[src/rtl/uart_msg_decoder_if.sv]
// Receive-FIFO handshake between the UART rx FIFO (master) and the game message decoder (slave).
// The FIFO presents its head byte and empty flag, and the decoder returns a one-cycle pop strobe.
interface uart_msg_decoder_if;
  logic       rx_empty;
  logic [7:0] r_data;
  logic       rd_uart;

  modport master (output rx_empty, output r_data, input rd_uart);
  modport slave  (input rx_empty, input r_data, output rd_uart);
endinterface

[src/rtl/uart_msg_decoder.sv]
// Pops game-link bytes from the UART rx FIFO and decodes 'R' (remote ready) and 'L' (remote lost)
// into sticky flags, event pulses, a game-start pulse, a bad-byte counter and a link-alive indicator.
module uart_msg_decoder #(
  parameter logic [7:0]  MSG_READY      = 8'h52,
  parameter logic [7:0]  MSG_LOST       = 8'h4C,
  parameter int unsigned TIMEOUT_CYCLES = 100_000_000
) (
  input  logic                clk,
  input  logic                rst,
  uart_msg_decoder_if.slave   rx,
  input  logic                local_ready,
  input  logic                clr,
  output logic                remote_ready,
  output logic                remote_lost,
  output logic                remote_lost_flag,
  output logic                game_start,
  output logic [7:0]          err_cnt,
  output logic [7:0]          last_char,
  output logic                link_alive
);

  localparam logic [31:0] TIMEOUT = 32'(TIMEOUT_CYCLES);

  typedef enum logic [1:0] {IDLE, POP, DECODE, SETTLE} state_t;

  state_t      state;
  logic [7:0]  byte_reg;
  logic [31:0] link_timer;
  logic [31:0] link_timer_nxt;
  logic        seen_valid;
  logic        seen_valid_nxt;
  logic        is_ready;
  logic        is_lost;
  logic        is_bad;

  // Classify the latched byte while in DECODE; the link timer only restarts on recognised messages.
  always_comb begin
    is_ready       = 1'b0;
    is_lost        = 1'b0;
    is_bad         = 1'b0;
    link_timer_nxt = link_timer;
    seen_valid_nxt = seen_valid;
    if (state == DECODE) begin
      is_ready = (byte_reg == MSG_READY);
      is_lost  = (byte_reg == MSG_LOST);
      is_bad   = (byte_reg != MSG_READY) && (byte_reg != MSG_LOST);
    end
    if (is_ready || is_lost) begin
      link_timer_nxt = '0;
      seen_valid_nxt = 1'b1;
    end else if (link_timer < TIMEOUT) begin
      link_timer_nxt = link_timer + 32'd1;
    end
  end

  always_ff @(posedge clk) begin
    if (rst) begin
      state            <= IDLE;
      byte_reg         <= 8'h00;
      rx.rd_uart       <= 1'b0;
      remote_ready     <= 1'b0;
      remote_lost      <= 1'b0;
      remote_lost_flag <= 1'b0;
      game_start       <= 1'b0;
      err_cnt          <= 8'h00;
      last_char        <= 8'h00;
      link_alive       <= 1'b0;
      link_timer       <= '0;
      seen_valid       <= 1'b0;
    end else begin
      rx.rd_uart <= 1'b0;
      case (state)
        IDLE: begin
          if (!rx.rx_empty) begin
            byte_reg   <= rx.r_data;
            rx.rd_uart <= 1'b1;
            state      <= POP;
          end
        end
        POP:     state <= DECODE;
        DECODE: begin
          last_char <= byte_reg;
          state     <= SETTLE;
        end
        default: state <= IDLE;
      endcase

      // An 'L' or a clear in the same cycle blocks the start pulse; consuming 'R' clears remote_ready.
      game_start  <= remote_ready && local_ready && !clr && !is_lost;
      remote_lost <= is_lost && !clr;
      if (clr || is_lost || (remote_ready && local_ready)) begin
        remote_ready <= 1'b0;
      end else if (is_ready) begin
        remote_ready <= 1'b1;
      end

      if (clr) begin
        remote_lost_flag <= 1'b0;
      end else if (is_lost) begin
        remote_lost_flag <= 1'b1;
      end

      if (clr) begin
        err_cnt <= 8'h00;
      end else if (is_bad && (err_cnt != 8'hFF)) begin
        err_cnt <= err_cnt + 8'd1;
      end

      link_timer <= link_timer_nxt;
      seen_valid <= seen_valid_nxt;
      link_alive <= seen_valid_nxt && (link_timer_nxt < TIMEOUT);
    end
  end

endmodule
[src/flat_wrapper.sv]
// flat-port wrapper written by rule: the top's interface ports become plain ports
module uart_msg_decoder_flat 
#(
  parameter logic [7:0]  MSG_READY      = 8'h52,
  parameter logic [7:0]  MSG_LOST       = 8'h4C,
  parameter int unsigned TIMEOUT_CYCLES = 100_000_000
)
  (clk, rst, local_ready, clr, remote_ready, remote_lost, remote_lost_flag, game_start, err_cnt, last_char, link_alive, rx_rx_empty, rx_r_data, rx_rd_uart);
  uart_msg_decoder_if rx_i ();
  input  logic clk;
  input  logic rst;
  input  logic local_ready;
  input  logic clr;
  output logic remote_ready;
  output logic remote_lost;
  output logic remote_lost_flag;
  output logic game_start;
  output logic [7:0] err_cnt;
  output logic [7:0] last_char;
  output logic link_alive;
  input wire logic [$bits(rx_i.rx_empty)-1:0] rx_rx_empty;
  input wire logic [$bits(rx_i.r_data)-1:0] rx_r_data;
  output wire logic [$bits(rx_i.rd_uart)-1:0] rx_rd_uart;
  assign rx_i.rx_empty = rx_rx_empty;
  assign rx_i.r_data = rx_r_data;
  assign rx_rd_uart = rx_i.rd_uart;
  uart_msg_decoder #(.MSG_READY(MSG_READY), .MSG_LOST(MSG_LOST), .TIMEOUT_CYCLES(TIMEOUT_CYCLES)) u_core (.clk(clk), .rst(rst), .rx(rx_i), .local_ready(local_ready), .clr(clr), .remote_ready(remote_ready), .remote_lost(remote_lost), .remote_lost_flag(remote_lost_flag), .game_start(game_start), .err_cnt(err_cnt), .last_char(last_char), .link_alive(link_alive));
endmodule
[config.mk]
export PLATFORM = sky130hd
export DESIGN_NAME = uart_msg_decoder_flat
export DESIGN_NICKNAME = d
export VERILOG_FILES = /design/src/rtl/uart_msg_decoder_if.sv /design/src/rtl/uart_msg_decoder.sv /design/src/flat_wrapper.sv
export SDC_FILE = /design/constraint.sdc
export NUM_CORES = 1
export LEC_CHECK = 0
export CORE_UTILIZATION = 55
export DETAILED_ROUTE_END_ITERATION = 8
export HOLD_SLACK_MARGIN = 0.06
export PLACE_DENSITY = 0.84
export SLEW_MARGIN = 20
export SYNTH_ARGS = -nofsm -noshare
export SYNTH_HDL_FRONTEND = slang
export SYNTH_SLANG_ARGS = --single-unit
[constraint.sdc]
create_clock -name clk -period 3.6 [get_ports clk]
set_input_delay 0.54 -clock clk [delete_from_list [all_inputs] [get_ports clk]]
set_output_delay 0.54 -clock clk [all_outputs]
set_load 0.02 [all_outputs]
* Yosys cells after proc, flatten, opt, wreduce, memory -nomap -nowiden
Cells that the tools add are included.
** Cells by class
- Reductions and logical operators :: 17
- Order comparisons :: 2
- Bitwise operators :: 2
- Add/sub/neg operators :: 2
- Mux-type cells :: 9
- Equality and inequality tests :: 8
** Operator list (count)
- $lt 32x27->1 const B :: 2
- $mux 32 :: 2
- $add 32x1->32 const B :: 1
- $eq 8x7->1 const B :: 2
- $ne 8x7->1 const B :: 2
- $add 8x1->8 const B :: 1
- $ne 8x8->1 const B :: 1
- $logic_and 1x1->1 :: 7
- $pmux 2 s3 :: 1
- $reduce_or 2->1 :: 3
- $mux 1 :: 5
- $logic_or 1x1->1 :: 3
- $eq 2x1->1 const B :: 1
- $eq 2x2->1 const B :: 1
- $logic_not 1->1 :: 2
- $logic_not 2->1 :: 1
- $mux 2 :: 1
- $ne 2x2->1 const B :: 1
- $not 1->1 :: 2
- $reduce_and 2->1 :: 1
** Storage, ports and cells
- Output and inout bits :: 22
- Input port bits :: 13
- Word-level logic and storage cells :: 52
- Bits in registers :: 65

* Longest topological paths before layout
Gate-level depths: netlist of the first run.
- Word-level depth :: 6
- Depth in mapped cells :: 11
- Mapped depth without buffers :: 10

* Worst setup path before layout of the first run
Ideal clock, no wire load.
- Kind :: reg2reg
- From :: reg u_core.link_timer[11]
- To :: reg u_core.link_alive
- Setup time :: 0.116 ns
- Data arrival time :: 2.396 ns
- Clock period less this slack :: 2.513 ns
- Data required time :: 3.484 ns
- Buffers on the path :: 1
- Cell stages (with the launch flop) :: 11
- Path slack :: 1.087 ns
- Cell sequence :: dfxtp_1 -> buf_6 -> or3_4 -> o311ai_2 -> a32o_2 -> nand3_4 -> or4_1 -> o31ai_1 -> nand4_1 -> a21o_1 -> o211a_1
** Between the ends
- Longest elaborated chain between the ends :: 5
** Ends and longest elaborated chain
- from (decl) :: RTL line uart_msg_decoder.sv:28 : logic [31:0] link_timer;
- from (signal assigned) :: RTL line uart_msg_decoder.sv:109 : link_timer <= link_timer_nxt;
- $add 32x1->32 / $lt 32x27->1 (equally long branches) :: RTL line uart_msg_decoder.sv:52, uart_msg_decoder.sv:51
- $mux 32 (*) :: RTL line uart_msg_decoder.sv:51 : end else if (link_timer < TIMEOUT) begin
- $mux 32 (*) :: RTL line uart_msg_decoder.sv:48 : if (is_ready || is_lost) begin
- $lt 32x27->1 (*) :: RTL line uart_msg_decoder.sv:111 : link_alive <= seen_valid_nxt && (link_timer_nxt < TIMEOUT);
- $logic_and 1x1->1 (*) :: RTL line uart_msg_decoder.sv:111
- to (signal assigned) :: RTL line uart_msg_decoder.sv:111
- to (decl) :: RTL line uart_msg_decoder.sv:19 : output logic link_alive
Every way passes the cells marked *; elsewhere a longest branch is shown, timed or not.
A chain may end at the register's enable or synchronous reset.

* Worst setup path in the final report of the first run
- From :: reg u_core.link_timer[31]
- To :: reg u_core.link_alive
The elaborated chain is that of the path after synthesis.

==> run metrics, run 1 <==
outcome finished clean; Hold Buf Count CTS 0; starting density of the core 57.6%; via count 2500; Async SR Flop Fraction 0%; leak pwr 0.00125 uW; largest net degree at the start of global routing 25; die area 5710 um^2; drt first-iter violations 197; layout cells sized above 1 7.03%; Cells after Synth 348; max reg flops 32; synth top area cells dfxtp_1 (44%), nor2_1 (6.9%), xor2_1 (5.9%), nand2_1 (4.7%), xnor2_1 (3.5%); total power 1680 uW; IO Pins 35; Netlist Area Pre-Place 2980 um^2; CP Cell Sequence or4_4, nor3_2, a32o_2, nand3_4, or4_1, o31ai_1, nand4_1, a21o_1, o211a_1; commonest cells in the netlist dfxtp_1 (65), nor2_1 (55), nand2_1 (37); top_reg_cell synth dfxtp_1; worst vdd ir 0.329 mV; minimum clock period 2.86 ns; Antenna Violating Nets Remaining 0; Mean Syn Cell Area 8.56 um^2; pre-CTS worst setup slack 0.751 ns; crit start category flip-flop; Die Ht 75.6 um; Core ar. 5170 um^2; GRT overflow 0; final worst path period share 79.5%; vias in the first global route 2283; Skew-Pair Late Insertion Delay 0.34 ns; end-of-flow core utilization 69.1%; 1st-pass router iterations 4; setup tns final 0 ns; port buffer count 34; Max Slew Vio Count 0; crit path DAT 3.10 ns; die width 75.6 um; final hold violations 0; EDFF count, synth 0; Achievable Freq 349 MHz; Seq/Total Area, Yosys 43.7%; final non-filler cell total 454; Setup WS post-layout 0.737 ns; setup violators final 0; Clock transition at path regs 0.07 ns; Crit Path Max Fanout 16; CP peak stage delay 0.54 ns; worst hold-check path type flip-flop to flip-flop; Worst path slowest cell or4_1; Buf/Inv on CP 0; total wire length 6170 um; worst reg-to-reg setup slack 0.74 ns; nets@finish 397; # DRC 0; area leader, netlist dfxtp_1; critical path endpoint category flip-flop; Max-Cap Viols 0; FF+latch count, synth 65; Clock Sinks 65; first-pass GRT wire length 10300 um; CTS Buf Count 9; largest register by flop count u_core.link_timer; RSZ-0062 raised after global routing false; RePlAce Congestion 0.890; H-tree depth 3; Clock Skew 0.00890 ns; syn nets 365; worst-margin pin slew 0.814 ns; CP required 3.84 ns; initial antenna violation count 0; clock root buffer clkbuf_8; Yosys top cell area share 43.7%; ant diodes 0; Area Growth Syn to Fin 20.0%; HPWL after DPL 4300 um; cell family with most CP delay simple AND/OR/NAND/NOR gates; vias per inst 5.51; Setup CP Type flip-flop to flip-flop; Yosys cell types 53; count leader, synth dfxtp_1; Worst slew margin 44.9%; Post-CTS Resized 0; CTS tree yes; placed cell count 439; wire per inst 13.6 um; PwrDens 471 nW/um^2; total track usage 24.5%; Warnings, synthesis 0; setup bufs post-CTS 0; CTS Buffer Depth 2; Rows 26
-- placed cells by master, fill, tap and decap left out, types with 4 or more instances in the layout --
| master | instances |
|---|---|
| xor2_1 | 20 |
| mux2i_1 | 10 |
| dfxtp_1 | 65 |
| and2_1 | 7 |
| nor3_1 | 9 |
| nor2_1 | 55 |
| clkbuf_8 | 13 |
| ha_1 | 4 |
| nand2b_1 | 4 |
| nand2_1 | 37 |
| nand4_1 | 9 |
| inv_1 | 5 |
| and3_1 | 10 |
| clkdlybuf4s50_1 | 34 |
| xnor2_1 | 12 |
| nand3_1 | 19 |
| a21oi_1 | 17 |
| o21ai_0 | 4 |
-- power by group --
| part | internal, uW | switching [uW] | total, uW |
|---|---|---|---|
| combinational | 103 | 138 | 241 |
| clock | 390 | 263 | 654 |
| sequential | 760 | 28.3 | 788 |
| total | 1250 | 429 | 1680 |
-- path summary, 6_finish.rpt --
kind | startpoint | endpoint | cells after the start
setup / recovery | u_core.link_timer[31] | u_core.link_alive | 9
hold / removal | u_core.remote_lost_flag | u_core.remote_lost_flag | 2
setup reg to reg | u_core.link_timer[31] | u_core.link_alive | 9
hold reg to reg | u_core.remote_lost_flag | u_core.remote_lost_flag | 2
-- kinds of logic after synthesis --
logic type      share of synthesized area, %
mux                                     3.36
buf+inv                                 2.94
simple gates                            29.9
compound gates                          9.07
fa+ha+maj                               1.68
flops                                   43.7
xor+xnor                                9.41
-- final cells by class --
class | count | area (um^2)
Tap cell | 70 | 87.6
Fill cell | 408 | 1600
Clock inverter | 2 | 35.0
Sequential cell | 65 | 1300
Inverter | 5 | 18.8
Multi-Input combinational cell | 262 | 1590
Timing Repair Buffer | 37 | 363
Clock buffer | 13 | 179
-- per-layer routing --
layer	global-route usage [%]	part of all wire [%]	routed length, um	up-vias
li1	-	-	-	1265
met1	30.0	45	2800	1149
met2	39.9	47	2910	74
met3	6.08	5.2	322	12
met4	12.8	2.2	133	0
met5	0	0	0	-
-- per-stage QoR --
step / instance area [um^2] / hold WS, ns
2_1_floorplan: 2980 / 0.431
3_3_place_gp: 3360 / 0.436
3_5_place_dp: 3360 / 0.450
4_1_cts: 3570 / 0.463
5_1_grt: 3570 / 0.474
6_report: 3570 / 0.461
-- tightest hold or removal path: cells and delay by family, from the launching register on --
kind                   cells  cell delay (ns)
AO/OA/AOI/OAI              1             0.05
buffers and inverters      1             0.05
flip-flops                 1             0.32
(Power assumes the default switching activity.)
==> run 2, diff against run 1 <==
--- a/config.mk
+++ b/config.mk
@@ -5,10 +5,10 @@
 export SDC_FILE = /design/constraint.sdc
 export NUM_CORES = 1
 export LEC_CHECK = 0
-export CORE_UTILIZATION = 55
+export CORE_UTILIZATION = 50
 export DETAILED_ROUTE_END_ITERATION = 8
 export HOLD_SLACK_MARGIN = 0.06
-export PLACE_DENSITY = 0.84
+export PLACE_DENSITY = 0.8
 export SLEW_MARGIN = 20
 export SYNTH_ARGS = -nofsm -noshare
 export SYNTH_HDL_FRONTEND = slang
==> constraint.sdc (replaced) <==
create_clock -name clk -period 2.5 [get_ports clk]
set_input_delay 0.375 -clock clk [delete_from_list [all_inputs] [get_ports clk]]
set_output_delay 0.375 -clock clk [all_outputs]
set_load 0.02 [all_outputs]
==> run metrics, run 2 (synthesis gave the netlist of run 1 again) <==
final hold violations 0 (unchanged); PwrDens 652 nW/um^2 (+39%); CP Cell Sequence or4_4, nor3_4, a32o_2, nand3_4, or4_1, o31ai_2, nand4_1, a21o_1, o211a_1; CTS Buf Count 9 (unchanged); total power 2490 uW (+48%); cell family with most CP delay simple AND/OR/NAND/NOR gates; Worst slew margin 52.3% (+7.4 points); total wire length 6810 um (+10%); first-pass GRT wire length 11300 um (+9.9%); worst hold-check path type flip-flop to flip-flop; leak pwr 0.00139 uW (+11%); Max Slew Vio Count 0 (unchanged); max reg flops 32 (unchanged); drt first-iter violations 189 (-4.1%); largest register by flop count u_core.link_timer; Worst path slowest cell or4_4; vias in the first global route 2509 (+9.9%); HPWL after DPL 4810 um (+12%); worst reg-to-reg setup slack -0.04 ns (-0.78 ns); area occupied by multi-input gates 1640 um^2 (+3.1%); Area Growth Syn to Fin 28.3%; CP peak stage delay 0.55 ns (about the same); H-tree depth 3 (unchanged); total track usage 23.2% (-1.2 points); end-of-flow core utilization 68.2% (-0.95 points); Core ar. 5610 um^2 (+8.4%); nets@finish 422 (+6.3%); GR Util met3 8.05% (+2.0 points); crit start category flip-flop; die area 6270 um^2 (+9.7%); final worst path period share 102% (+22 points); Max-Cap Viols 0 (unchanged); CP required 2.74 ns (-1.10 ns); outcome finished, violations left; storage element area 1300 um^2 (unchanged); largest net degree at the start of global routing 26 (+4.0%); setup violators final 1 (+1); ant diodes 0 (unchanged); Clock Skew 0.00908 ns (+0.000177 ns); Setup CP Type flip-flop to flip-flop; setup tns final -0.0407 ns (-0.0407 ns); Setup WS post-layout -0.0407 ns (-0.777 ns); CTS Buffer Depth 2 (unchanged); 1st-pass router iterations 4 (unchanged); commonest non-fill, non-tap cells in the layout dfxtp_1 (65), nor2_1 (55), nand2_1 (37), clkdlybuf4s50_1 (34), buf_4 (28); minimum clock period 2.54 ns (-0.323 ns); most common cell after layout, fill and taps aside dfxtp_1; critical path endpoint category flip-flop; # DRC 0 (unchanged); wire per inst 14.1 um (+4.0%); worst vdd ir 0.488 mV (+48%); starting density of the core 53.1% (-4.5 points); Achievable Freq 394 MHz (+13%); vias per inst 5.54 (+0.67%); crit path DAT 2.78 ns (-0.32 ns); violated checks setup timing; Clock Sinks 65 (unchanged); GR met2 Demand/Resource 40.8% (+0.89 points); port buffer count 34 (unchanged); Fillers 492 (+21%); GRT overflow 0 (unchanged); Clock transition at path regs 0.07 ns (about the same); Skew-Pair Late Insertion Delay 0.35 ns (about the same); clock root buffer clkbuf_8; Die Ht 79.2 um (+4.8%); IO Pins 35 (unchanged); GR peak layer met2; Crit Path Max Fanout 4 (-12); worst-margin pin slew 0.709 ns (-0.105 ns); Hold Buf Count CTS 0 (unchanged); met1 Track Usage GR 26.0% (-4.0 points); RePlAce Congestion 0.936 (+5.2%); layout cells sized above 1 13.4% (+6.4 points); Buf/Inv on CP 0 (unchanged); Antenna Violating Nets Remaining 0 (unchanged); Rows 27 (+3.8%); initial antenna violation count 0 (unchanged); CTS tree yes; RSZ-0062 raised after global routing true; via count 2672 (+6.9%); WHS 0.449 ns (-0.0122 ns); die width 79.2 um (+4.8%); placed cell count 465 (+5.9%); final non-filler cell total 482 (+6.2%)
[run 2: cell count changes in the layout (fill, tap and decap cells not counted), sizes merged]
cell      delta
clkbuf       -1
buf         +25
bufinv       +1
clkinvlp     +1
[run 2: repair_timing]
item,4_1_cts,5_1_grt
setup endpoints to repair,0,4
gates resized for setup,0,3
buffers inserted,0,1
[run 2: final timing paths]
path	startpoint	end	depth (start not counted)
max	u_core.link_timer[31]	u_core.link_alive	9
max reg2reg	u_core.link_timer[31]	u_core.link_alive	9
min reg2reg	u_core.remote_lost_flag	u_core.remote_lost_flag	2
min	u_core.remote_lost_flag	u_core.remote_lost_flag	2
[run 2: per-stage QoR]
| step | setup WS (ns) | instance area (um^2) |
|---|---|---|
| 2_1_floorplan | 0.0508 | 3010 |
| 4_1_cts | 0.00924 | 3790 |
| 3_3_place_gp | 0.0814 | 3570 |
| 6_report | -0.0407 | 3820 |
| 5_1_grt | -0.227 | 3820 |
| 3_5_place_dp | 0.0195 | 3570 |
[run 2: tightest hold or removal path: stages (launching register included)]
cell and delay (ns):
dfxtp_1 0.31, inv_1 0.05, a21oi_1 0.05
[run 2: report_power, final]
group | internal (uW) | switching [uW]
Combinational | 161 | 203
Sequential | 1090 | 42.5
Clock | 591 | 402
[run 2: routing by layer]
layer  part of all wire, %  wire [um]  vias up
met4                   1.4         98        0
met2                    51       3480       78
met3                   5.3        364        9
met1                    42       2870     1266
met5                     0          0        -
li1                      -          -     1319
[run 2: area by class of cell]
cell class | count | share of cell area [%]
multi-input cells | 262 | 42.9
flip-flops and latches | 65 | 34.0
repair buffers | 62 | 14.4
clock buffers | 12 | 3.80
well taps | 72 | 2.36
clock inverters | 4 | 2.00
inverters | 5 | 0.491
